`config.mk`:
```
export PLATFORM = sky130hd
export DESIGN_NAME = sccb_reg_console_flat
export DESIGN_NICKNAME = d
export VERILOG_FILES = /design/src/rtl/sccb_console_pkg.sv /design/src/rtl/sccb_reg_console_if.sv /design/src/rtl/btn_release_edge.sv /design/src/rtl/sccb_reg_console.sv /design/src/flat_wrapper.sv
export SDC_FILE = /design/constraint.sdc
export NUM_CORES = 1
export LEC_CHECK = 0
export CAP_MARGIN = 15
export CORE_UTILIZATION = 42
export CTS_BUF_LIST = sky130_fd_sc_hd__clkbuf_16
export CTS_CLUSTER_SIZE = 40
export DETAILED_ROUTE_END_ITERATION = 8
export DONT_BUFFER_PORTS = 1
export PLACE_DENSITY = 0.55
export SYNTH_ARGS = -nofsm -noshare
export SYNTH_HDL_FRONTEND = slang
export SYNTH_SLANG_ARGS = --single-unit
```
`constraint.sdc`:
```
create_clock -name clk -period 3.4 [get_ports clk]
set_input_delay 0.68 -clock clk [delete_from_list [all_inputs] [get_ports clk]]
set_output_delay 0.68 -clock clk [all_outputs]
set_load 0.005 [all_outputs]
```
`src/rtl/sccb_console_pkg.sv`:
```
// Shared types and constants for the SCCB register console.
package sccb_console_pkg;

    localparam logic [1:0] MODE_WRITE = 2'b00;
    localparam logic [1:0] MODE_READ  = 2'b01;

    localparam int unsigned NUM_BTN = 5;
    localparam int unsigned BTN_L   = 0;
    localparam int unsigned BTN_R   = 1;
    localparam int unsigned BTN_U   = 2;
    localparam int unsigned BTN_D   = 3;
    localparam int unsigned BTN_C   = 4;

    typedef enum logic [2:0] {
        StIdle,
        StIssue,
        StWaitAck,
        StWaitDone,
        StVerifyIssue,
        StVerifyAck,
        StVerifyDone
    } state_e;

    typedef enum logic [2:0] {
        ERR_NONE    = 3'd0,
        ERR_ACK_TO  = 3'd1,
        ERR_DONE_TO = 3'd2,
        ERR_REJECT  = 3'd3,
        ERR_VERIFY  = 3'd4
    } err_e;

endpackage

```
`src/rtl/sccb_reg_console_if.sv`:
```
// Command/handshake bus between the register console (master) and the i2c host (slave).
interface sccb_reg_console_if #(
    parameter int unsigned ADDR_W = 8,
    parameter int unsigned DATA_W = 8
) ();
    logic              usher;
    logic [7:0]        address;
    logic [ADDR_W-1:0] subaddress;
    logic [DATA_W-1:0] data;
    logic [1:0]        mode;
    logic              busy;
    logic [DATA_W-1:0] rd_data;

    modport master (
        output usher, address, subaddress, data, mode,
        input  busy, rd_data
    );

    modport slave (
        input  usher, address, subaddress, data, mode,
        output busy, rd_data
    );
endinterface

```
`src/rtl/btn_release_edge.sv`:
```
// Release detector: one-cycle event when a button goes from pressed to released.
module btn_release_edge #(
    parameter int unsigned N = 5
) (
    input  logic         clk,
    input  logic         reset_,
    input  logic [N-1:0] btn,
    output logic [N-1:0] evt
);
    logic [N-1:0] hist_q;

    always_ff @(posedge clk) begin
        if (!reset_) begin
            hist_q <= '0;
        end else begin
            hist_q <= btn;
        end
    end

    assign evt = hist_q & ~btn;
endmodule

```
`src/rtl/sccb_reg_console.sv`:
```
// Button/switch console that selects an OV7670 register and issues SCCB write/read
// commands to the i2c host, with optional write-verify and handshake timeouts.
module sccb_reg_console
    import sccb_console_pkg::*;
#(
    parameter int unsigned       ADDR_W        = 8,
    parameter int unsigned       DATA_W        = 8,
    parameter logic [7:0]        DEV_ADDR      = 8'h42,
    parameter int unsigned       FINE_STEP     = 1,
    parameter int unsigned       COARSE_STEP   = 16,
    parameter logic [ADDR_W-1:0] RESET_ADDR    = '0,
    parameter int unsigned       TIMEOUT_CYC   = 65535,
    parameter int unsigned       VERIFY_WRITES = 0
) (
    input  logic              clk,
    input  logic              reset_,
    input  logic              dbncd_l_btn,
    input  logic              dbncd_r_btn,
    input  logic              dbncd_u_btn,
    input  logic              dbncd_d_btn,
    input  logic              dbncd_c_btn,
    input  logic              i_rw_sel,
    input  logic [DATA_W-1:0] switches,
    output logic [ADDR_W-1:0] o_sel_addr,
    output logic [DATA_W-1:0] o_rd_data,
    output logic              o_rd_valid,
    output logic [2:0]        o_err_code,
    output logic              o_console_busy,
    sccb_reg_console_if.master host
);
    localparam int unsigned       TW     = $clog2(TIMEOUT_CYC + 1);
    localparam logic [TW-1:0]     TO_VAL = TW'(TIMEOUT_CYC);
    localparam logic [ADDR_W-1:0] FINE   = ADDR_W'(FINE_STEP);
    localparam logic [ADDR_W-1:0] COARSE = ADDR_W'(COARSE_STEP);

    logic [NUM_BTN-1:0] btn, evt;
    state_e             state_q;
    logic [ADDR_W-1:0]  sel_q, sub_q;
    logic [DATA_W-1:0]  data_q, rd_data_q;
    logic [1:0]         mode_q;
    logic               usher_q, rd_valid_q;
    err_e               err_q;
    logic [TW-1:0]      timer_q;

    assign btn = {dbncd_c_btn, dbncd_d_btn, dbncd_u_btn, dbncd_r_btn, dbncd_l_btn};

    btn_release_edge #(.N(NUM_BTN)) u_edge (
        .clk    (clk),
        .reset_ (reset_),
        .btn    (btn),
        .evt    (evt)
    );

    always_ff @(posedge clk) begin
        if (!reset_) begin
            state_q    <= StIdle;
            sel_q      <= RESET_ADDR;
            sub_q      <= '0;
            data_q     <= '0;
            rd_data_q  <= '0;
            mode_q     <= MODE_WRITE;
            usher_q    <= 1'b0;
            rd_valid_q <= 1'b0;
            err_q      <= ERR_NONE;
            timer_q    <= '0;
        end else begin
            usher_q    <= 1'b0;
            rd_valid_q <= 1'b0;
            unique case (state_q)
                StIdle: begin
                    // Priority chain: centre wins and masks any simultaneous address edit.
                    if (evt[BTN_C]) begin
                        if (host.busy) begin
                            err_q <= ERR_REJECT;
                        end else begin
                            sub_q   <= sel_q;
                            data_q  <= switches;
                            mode_q  <= i_rw_sel ? MODE_READ : MODE_WRITE;
                            usher_q <= 1'b1;
                            state_q <= StIssue;
                        end
                    end else if (evt[BTN_U]) begin
                        sel_q <= sel_q + COARSE;
                    end else if (evt[BTN_D]) begin
                        sel_q <= sel_q - COARSE;
                    end else if (evt[BTN_R]) begin
                        sel_q <= sel_q + FINE;
                    end else if (evt[BTN_L]) begin
                        sel_q <= sel_q - FINE;
                    end
                end
                StIssue, StVerifyIssue: begin
                    timer_q <= '0;
                    state_q <= (state_q == StIssue) ? StWaitAck : StVerifyAck;
                end
                StWaitAck, StVerifyAck: begin
                    if (host.busy) begin
                        timer_q <= '0;
                        state_q <= (state_q == StWaitAck) ? StWaitDone : StVerifyDone;
                    end else if (timer_q == TO_VAL) begin
                        err_q   <= ERR_ACK_TO;
                        state_q <= StIdle;
                    end else begin
                        timer_q <= timer_q + 1'b1;
                    end
                end
                StWaitDone: begin
                    if (!host.busy) begin
                        if (mode_q == MODE_READ) begin
                            rd_data_q  <= host.rd_data;
                            rd_valid_q <= 1'b1;
                            err_q      <= ERR_NONE;
                            state_q    <= StIdle;
                        end else if (VERIFY_WRITES != 0) begin
                            // Re-read the same register; data_q keeps the value to compare.
                            mode_q  <= MODE_READ;
                            usher_q <= 1'b1;
                            state_q <= StVerifyIssue;
                        end else begin
                            err_q   <= ERR_NONE;
                            state_q <= StIdle;
                        end
                    end else if (timer_q == TO_VAL) begin
                        err_q   <= ERR_DONE_TO;
                        state_q <= StIdle;
                    end else begin
                        timer_q <= timer_q + 1'b1;
                    end
                end
                StVerifyDone: begin
                    if (!host.busy) begin
                        rd_data_q  <= host.rd_data;
                        rd_valid_q <= 1'b1;
                        err_q      <= (host.rd_data != data_q) ? ERR_VERIFY : ERR_NONE;
                        state_q    <= StIdle;
                    end else if (timer_q == TO_VAL) begin
                        err_q   <= ERR_DONE_TO;
                        state_q <= StIdle;
                    end else begin
                        timer_q <= timer_q + 1'b1;
                    end
                end
                default: state_q <= StIdle;
            endcase
        end
    end

    assign o_sel_addr      = sel_q;
    assign o_rd_data       = rd_data_q;
    assign o_rd_valid      = rd_valid_q;
    assign o_err_code      = err_q;
    assign o_console_busy  = (state_q != StIdle);
    assign host.usher      = usher_q;
    assign host.address    = {DEV_ADDR[7:1], mode_q[0]};
    assign host.subaddress = sub_q;
    assign host.data       = data_q;
    assign host.mode       = mode_q;
endmodule

```
`src/flat_wrapper.sv`:
```
// flat-port wrapper written by rule: the top's interface ports become plain ports
module sccb_reg_console_flat import sccb_console_pkg::*;
#(
    parameter int unsigned       ADDR_W        = 8,
    parameter int unsigned       DATA_W        = 8,
    parameter logic [7:0]        DEV_ADDR      = 8'h42,
    parameter int unsigned       FINE_STEP     = 1,
    parameter int unsigned       COARSE_STEP   = 16,
    parameter logic [ADDR_W-1:0] RESET_ADDR    = '0,
    parameter int unsigned       TIMEOUT_CYC   = 65535,
    parameter int unsigned       VERIFY_WRITES = 0
)
  (clk, reset_, dbncd_l_btn, dbncd_r_btn, dbncd_u_btn, dbncd_d_btn, dbncd_c_btn, i_rw_sel, switches, o_sel_addr, o_rd_data, o_rd_valid, o_err_code, o_console_busy, host_usher, host_address, host_subaddress, host_data, host_mode, host_busy, host_rd_data);
  sccb_reg_console_if #(.ADDR_W(ADDR_W), .DATA_W(DATA_W)) host_i ();
  input  logic clk;
  input  logic reset_;
  input  logic dbncd_l_btn;
  input  logic dbncd_r_btn;
  input  logic dbncd_u_btn;
  input  logic dbncd_d_btn;
  input  logic dbncd_c_btn;
  input  logic i_rw_sel;
  input  logic [DATA_W-1:0] switches;
  output logic [ADDR_W-1:0] o_sel_addr;
  output logic [DATA_W-1:0] o_rd_data;
  output logic o_rd_valid;
  output logic [2:0] o_err_code;
  output logic o_console_busy;
  output wire logic [$bits(host_i.usher)-1:0] host_usher;
  output wire logic [$bits(host_i.address)-1:0] host_address;
  output wire logic [$bits(host_i.subaddress)-1:0] host_subaddress;
  output wire logic [$bits(host_i.data)-1:0] host_data;
  output wire logic [$bits(host_i.mode)-1:0] host_mode;
  input wire logic [$bits(host_i.busy)-1:0] host_busy;
  input wire logic [$bits(host_i.rd_data)-1:0] host_rd_data;
  assign host_usher = host_i.usher;
  assign host_address = host_i.address;
  assign host_subaddress = host_i.subaddress;
  assign host_data = host_i.data;
  assign host_mode = host_i.mode;
  assign host_i.busy = host_busy;
  assign host_i.rd_data = host_rd_data;
  sccb_reg_console #(.ADDR_W(ADDR_W), .DATA_W(DATA_W), .DEV_ADDR(DEV_ADDR), .FINE_STEP(FINE_STEP), .COARSE_STEP(COARSE_STEP), .RESET_ADDR(RESET_ADDR), .TIMEOUT_CYC(TIMEOUT_CYC), .VERIFY_WRITES(VERIFY_WRITES)) u_core (.clk(clk), .reset_(reset_), .dbncd_l_btn(dbncd_l_btn), .dbncd_r_btn(dbncd_r_btn), .dbncd_u_btn(dbncd_u_btn), .dbncd_d_btn(dbncd_d_btn), .dbncd_c_btn(dbncd_c_btn), .i_rw_sel(i_rw_sel), .switches(switches), .o_sel_addr(o_sel_addr), .o_rd_data(o_rd_data), .o_rd_valid(o_rd_valid), .o_err_code(o_err_code), .o_console_busy(o_console_busy), .host(host_i));
endmodule
```
Yosys cells after proc, flatten, opt, wreduce, memory -nomap -nowiden
Index checks and enable logic that the tools add are counted.
- register bits: 63
- bits of input ports: 25
- output and inout bits: 48
- logic and storage cells: 88
- add/sub/neg operators: 5
- eq/ne operators: 18
- muxes and demuxes: 34
- bitwise operators: 4
- reductions and logical operators: 16
- operators by type and width (cell ; count):
    $mux 8 ; 7
    $mux 16 ; 3
    $pmux 16 s3 ; 1
    $mux 3 ; 15
    $pmux 3 s4 ; 2
    $add 16x1->16 const B ; 1
    $eq 16x16->1 const B ; 1
    $pmux 8 s2 ; 1
    $ne 2x2->1 const B ; 5
    $eq 3x3->1 const B ; 3
    $reduce_and 3->1 ; 3
    $add 8x1->8 const B ; 1
    $add 8x5->8 const B ; 1
    $ne 2x1->1 const B ; 4
    $ne 8x8->1 ; 1
    $reduce_bool 4->1 ; 2
    $sub 8x1->8 const B ; 1
    $sub 8x5->8 const B ; 1
    $eq 3x2->1 const B ; 2
    $reduce_bool 3->1 ; 2
    $reduce_or 2->1 ; 3
    $and 5x5->5 ; 1
    $not 5->5 ; 1
    $reduce_and 5->1 ; 1
    9 further kinds ; 14

Logic depth before layout (Yosys ltp)
- word-level depth: 6
- depth in mapped cells: 9
- gate-level depth less buffers: 8

Cells and area by module
Synthesis repeated with hierarchy kept, for this count alone.
- cell total of the unflattened synthesis: 432
- area, all modules: 3462.1 um^2
- modules (own cells, without submodules) (module ; times used ; cells each ; area each (um^2) ; sequential area each (um^2)):
    sccb_reg_console ; 1 ; 417 ; 3299.4 ; 1141.1
    btn_release_edge ; 1 ; 15 ; 162.7 ; 100.1

Least setup slack after synthesis
OpenSTA, ideal clock, no wires.
- path kind: input -> register
- start point: input dbncd_r_btn
- end point: register u_core.sel_q[6] (netlist: u_core.o_sel_addr[6])
- setup time: 0.127 ns
- data arrival time: 2.321 ns
- data required time: 3.273 ns
- slack: 0.952 ns
- stages on the path: 9
- path buffers: 1
- cell sequence: nand2b_1 clkbuf_1 xor2_1 ha_1 a2111oi_1 o31ai_1 xor2_1 nand2_1 a21boi_0
- longest elaborated chain between the ends: 5
- elaborated cells on any way between the ends: 7
- those cells by class: 3 x mux; 2 x bitwise; 2 x reduce/logical
- ends and longest elaborated chain (what ; line ; source):
    from (decl) ; flat_wrapper.sv:18 ; input logic dbncd_r_btn;
    $not 5->5 * ; btn_release_edge.sv:20 ; assign evt = hist_q & ~btn;
    $and 5x5->5 * ; btn_release_edge.sv:20 ;
    $mux 8 ; sccb_reg_console.sv:86 ; end else if (evt[BTN_R]) begin
    $mux 8 ; sccb_reg_console.sv:84 ; end else if (evt[BTN_D]) begin
    $mux 8 ; sccb_reg_console.sv:82 ; end else if (evt[BTN_U]) begin
    to (signal assigned) ; sccb_reg_console.sv:83 ; sel_q <= sel_q + COARSE;
    to (signal assigned) ; sccb_reg_console.sv:85 ; sel_q <= sel_q - COARSE;
    to (signal assigned) ; sccb_reg_console.sv:87 ; sel_q <= sel_q + FINE;
    to (decl) ; sccb_reg_console.sv:38 ; logic [ADDR_W-1:0] sel_q, sub_q;
Every way passes the cells marked *; elsewhere a longest branch is shown, timed or not.
A chain may end at the register's enable or synchronous reset.

Worst setup path after layout
- start point: register u_core.state_q[0]
- end point: register u_core.timer_q[5]
- longest elaborated chain between the ends: 4
- elaborated cells on any way between the ends: 13
- those cells by class: 7 x eq/ne; 1 x mux; 5 x reduce/logical
- ends and longest elaborated chain (what ; line ; source):
    from (decl) ; sccb_reg_console.sv:37 ; state_e state_q;
    from (signal assigned) ; sccb_reg_console.sv:56 ; state_q <= StIdle;
    from (signal assigned) ; sccb_reg_console.sv:80 ; state_q <= StIssue;
    from (signal assigned) ; sccb_reg_console.sv:94 ; state_q <= (state_q == StIssue) ? StWaitAck : StVerifyAck;
    $eq 3x2->1 (tied with other cells) ; sccb_reg_console.sv:69 ; unique case (state_q)
    $reduce_or 2->1 (on tied branches) ; - ;
    $ne 2x1->1 (no source line) / $reduce_bool 3->1 (equally long branches) ; - ;
    $reduce_and 2->1 (no source line) ; - ;
    to (signal assigned) ; sccb_reg_console.sv:104 ; timer_q <= timer_q + 1'b1;
    to (signal assigned) ; sccb_reg_console.sv:127 ; timer_q <= timer_q + 1'b1;
    to (signal assigned) ; sccb_reg_console.sv:140 ; timer_q <= timer_q + 1'b1;
    to (decl) ; sccb_reg_console.sv:43 ; logic [TW-1:0] timer_q;
Several ways; a longest one is shown, not always the timed one.

==> flow_metrics.py <==
metrics = {
    "detailed_routing": {
        "postRouteAntennaNets": 0,
        "wl_um": 7750,
        "dr.first_iter.drc_count": 93,
        "wl_per_cell_um": 14.8,
        "route.detailed.drc": 0,
        "via_count": 2866,
        "firstDrtPassIters": 4,
        "via_per_inst": 5.49,
    },
    "hold_path": {
        "min_path_cells": 1,
        "worstHoldPathType": "input pin to flop",
        "min_to": "u_core.u_edge.hist_q[4]",
        "hp-start": "dbncd_c_btn",
    },
    "floorplan": {
        "initial_utilization_pct": 44.4,
        "dieArea_mm2": 0.00871,
        "die_x_um": 93.3,
        "dieHeight_um": 93.3,
        "io_pins": 73,
        "rows": 32,
        "design.core.area_mm2": 0.00789,
    },
    "place": {
        "placed_cells": 507,
        "place_ws_ns": 0.786,
        "numPortBuffers": 0,
        "dpl.hpwl_um": 5490,
        "dpl-instance-area_mm2": 0.00350,
        "place_congestion": 0.871,
    },
    "clock_network": {
        "cts_hold_buf": 0,
        "cts_tree": "yes",
        "postCtsResizedCells": 0,
        "clock_sinks": 62,
        "numCtsBuffers": 9,
        "htreeDepth": 3,
        "clkLatencyLatePin_ns": 0.32,
        "postCtsSetupBuffers": 0,
        "root_buffer": "clkbuf_16",
        "clockBufferDepth": 2,
        "path_clk_slew_ns": 0.06,
    },
    "synthesis": {
        "synth_top_area_share_pct": 35.4,
        "async_flop_share_pct": 0,
        "netlist.top_cell.by_area": "dfxtp_1",
        "synth_area_leaders": "dfxtp_1 (35%), nand2_1 (6.4%), xor2_1 (5.0%), a21boi_0 (4.3%), nor2b_1 (3.9%)",
        "ys_seq_elements": 62,
        "synthMostInstantiatedCell": "dfxtp_1",
        "synthTopCellsByCount": "dfxtp_1 (62), nand2_1 (60), nor2_1 (31), nor2b_1 (22)",
        "synth_edf_count": 0,
        "synthCells": 428,
        "syn_avg_cell_area_um2": 8.19,
        "ys_types": 55,
        "synth_ff_type": "dfxtp_1",
        "syn_area_mm2": 0.00350,
        "yosys_warnings": 0,
        "seq_area_frac_synth_pct": 35.4,
    },
    "power": {
        "p_switching_w": 0.000515,
        "clock_power_share_pct": 43.6,
        "p_leak_nw": 1.35,
        "power_density_mw_per_mm2": 499,
        "ir_drop_mv": 0.261,
        "switching_share_pct": 27.4,
        "seqPwrFrac_pct": 42.6,
        "combinationalPowerShare_pct": 13.8,
        "p_int_w": 0.00136,
    },
    "critical_path": {
        "reg2reg_to": "u_core.timer_q[5]",
        "cp_data_required_time_ns": 3.61,
        "rrSetupSlack_ns": 0.99,
        "cp-start-kind": "flop",
        "critPathKind": "flop to flop",
        "r2r_cells": 6,
        "r2r-start": "u_core.state_q[0]",
        "cp_data_arrival_time_ns": 2.62,
        "worstSetupEndpointType": "flop",
        "cp_max_fo": 20,
    },
    "timing": {
        "rsz0062_at_grt": "false",
        "finalHoldViolCount": 0,
        "fmax_ghz": 0.416,
        "finalSetupViolCount": 0,
        "clock_skew_ns": 0.00854,
        "finalWorstSetupSlack_ns": 0.995,
        "slew_headroom_pct": 42.8,
        "slew_viol_final": 0,
        "min_period_ns": 2.41,
        "fin_setup_tns_ns": 0,
        "fin_crit_sh_pct": 70.7,
        "tightestPinTransition_ns": 0.856,
    },
    "global_routing": {
        "grt_max_degree": 55,
        "grt_pass1_vias": 2589,
        "antenna_found_initial": 0,
        "grt_overflow": 0,
        "grtUsageTotal_pct": 18.5,
        "grt_pass1_wl_um": 12700,
    },
    "final_layout": {
        "area_growth_pct": 7.43,
        "layout.cells.non_filler": 522,
        "final_area_mm2": 0.00376,
        "fin_nets": 451,
        "multi_input_area_mm2": 0.00209,
        "fillerInstances": 791,
        "diodes": 0,
        "drive_above_1_share_pct": 6.43,
        "regArea_mm2": 0.00124,
    },
    "job": {
        "maxCapViolCount": 0,
    },
    "status": {
        "status": "finished clean",
    },
}
==> worst max path at each step <==
stage / startpoint / endpoint / slack [ns] / cells past startpoint
global route: u_core.state_q[2] / u_core.o_sel_addr[4] / 0.68 / 6
finish: u_core.state_q[0] / u_core.timer_q[5] / 0.99 / 6
detailed placement: dbncd_r_btn / u_core.o_sel_addr[6] / 0.79 / 8
floorplan: dbncd_r_btn / u_core.o_sel_addr[6] / 0.95 / 9
global placement: dbncd_r_btn / u_core.o_sel_addr[6] / 0.77 / 8
CTS: u_core.state_q[0] / u_core.timer_q[5] / 1.00 / 6
==> final cells by class <==
class | count | area share (%)
Multi-Input combinational cell | 335 | 55.5
Sequential cell | 62 | 33.0
Clock buffer | 9 | 5.98
Tap cell | 102 | 3.39
Clock inverter | 6 | 1.06
Timing Repair Buffer | 3 | 0.598
Inverter | 5 | 0.499
==> cells by family (layout without fill, tap and decap cells) <==
group | count (synthesis) | in the layout | share of synthesized area (%)
compound gates | 98 | 98 | 18.8
xor+xnor | 25 | 25 | 6.25
fa+ha+maj | 10 | 10 | 3.57
buf+inv | 37 | 23 | 5.60
flops | 62 | 62 | 35.4
mux | 13 | 13 | 3.71
other cells | 2 | 8 | 0.214
simple gates | 181 | 181 | 26.5
==> sequential cells by signal (all words and copies together), names as in the netlist <==
name,cells
u_core.o_err_code,3
u_core.state_q,3
u_core.o_sel_addr,8
u_core.o_rd_data,8
u_core.u_edge.hist_q,5
u_core.host.usher,1
u_core.timer_q,16
u_core.host.mode,1
u_core.host.data,8
u_core.host.subaddress,8
u_core.o_rd_valid,1
==> metal layers <==
metal  wire length [um]  track usage [%]  vias up
met5                  0                0        -
met4                 81             5.77        0
met3                499             5.85        8
met2               3230             27.4       78
met1               3930             25.5     1333
li1                   -                -     1447
==> power groups by stage <==
| stage | clock [W] | combinational [W] | sequential (W) |
|---|---|---|---|
| after floorplan | 0 | 0.000239 | 0.000797 |
| after global placement | 0 | 0.000252 | 0.000817 |
| after detailed placement | 0 | 0.000255 | 0.000816 |
| after CTS | 0.000842 | 0.000257 | 0.000801 |
| after global routing | 0.000876 | 0.000290 | 0.000806 |
| final | 0.000818 | 0.000258 | 0.000800 |
==> through the flow <==
step	total power, W	hold slack [ns]	util (%)
after global placement	0.00107	0.474	44.4
after global routing	0.00197	0.467	47.7
final	0.00188	0.474	47.7
after CTS	0.00190	0.462	47.7
after detailed placement	0.00107	0.480	44.4
after floorplan	0.00104	0.452	-
==> layout by cell type (no fill, tap or decap), types with 2 or more instances in the layout <==
cell / netlist / routed
xnor2_1: 5 / 5
o21ai_0: 19 / 19
or3_1: 2 / 2
nor2_1: 31 / 31
nand2_1: 60 / 60
nand3_1: 4 / 4
o31a_1: 2 / 2
ha_1: 10 / 10
conb_1: 2 / 8
nor3b_1: 3 / 3
mux2i_1: 13 / 13
nor3_1: 9 / 9
buf_4: 12 / 3
o22ai_1: 3 / 3
dfxtp_1: 62 / 62
nand2b_1: 10 / 10
o21a_1: 5 / 5
o31ai_1: 2 / 2
clkinvlp_4: 0 / 3
xor2_1: 20 / 20
nor2b_1: 22 / 22
a22oi_1: 5 / 5
nand4_1: 10 / 10
inv_1: 5 / 5
a22o_1: 2 / 2
and2_1: 12 / 12
a21o_1: 5 / 5
clkbuf_16: 0 / 9
a21oi_1: 18 / 18
o211ai_1: 2 / 2
and3_1: 3 / 3
nor4_1: 5 / 5
a21boi_0: 20 / 20
a31oi_1: 6 / 6
==> worst max-delay path: stages, from the launching register on <==
cell and delay (ns):
dfxtp_1 0.50, nand2b_4 0.27, a21o_1 0.21, a211oi_2 0.74, and3_2 0.31, o22ai_1 0.08
a21o_1 0.18
Power figures use the tool's default switching activity.
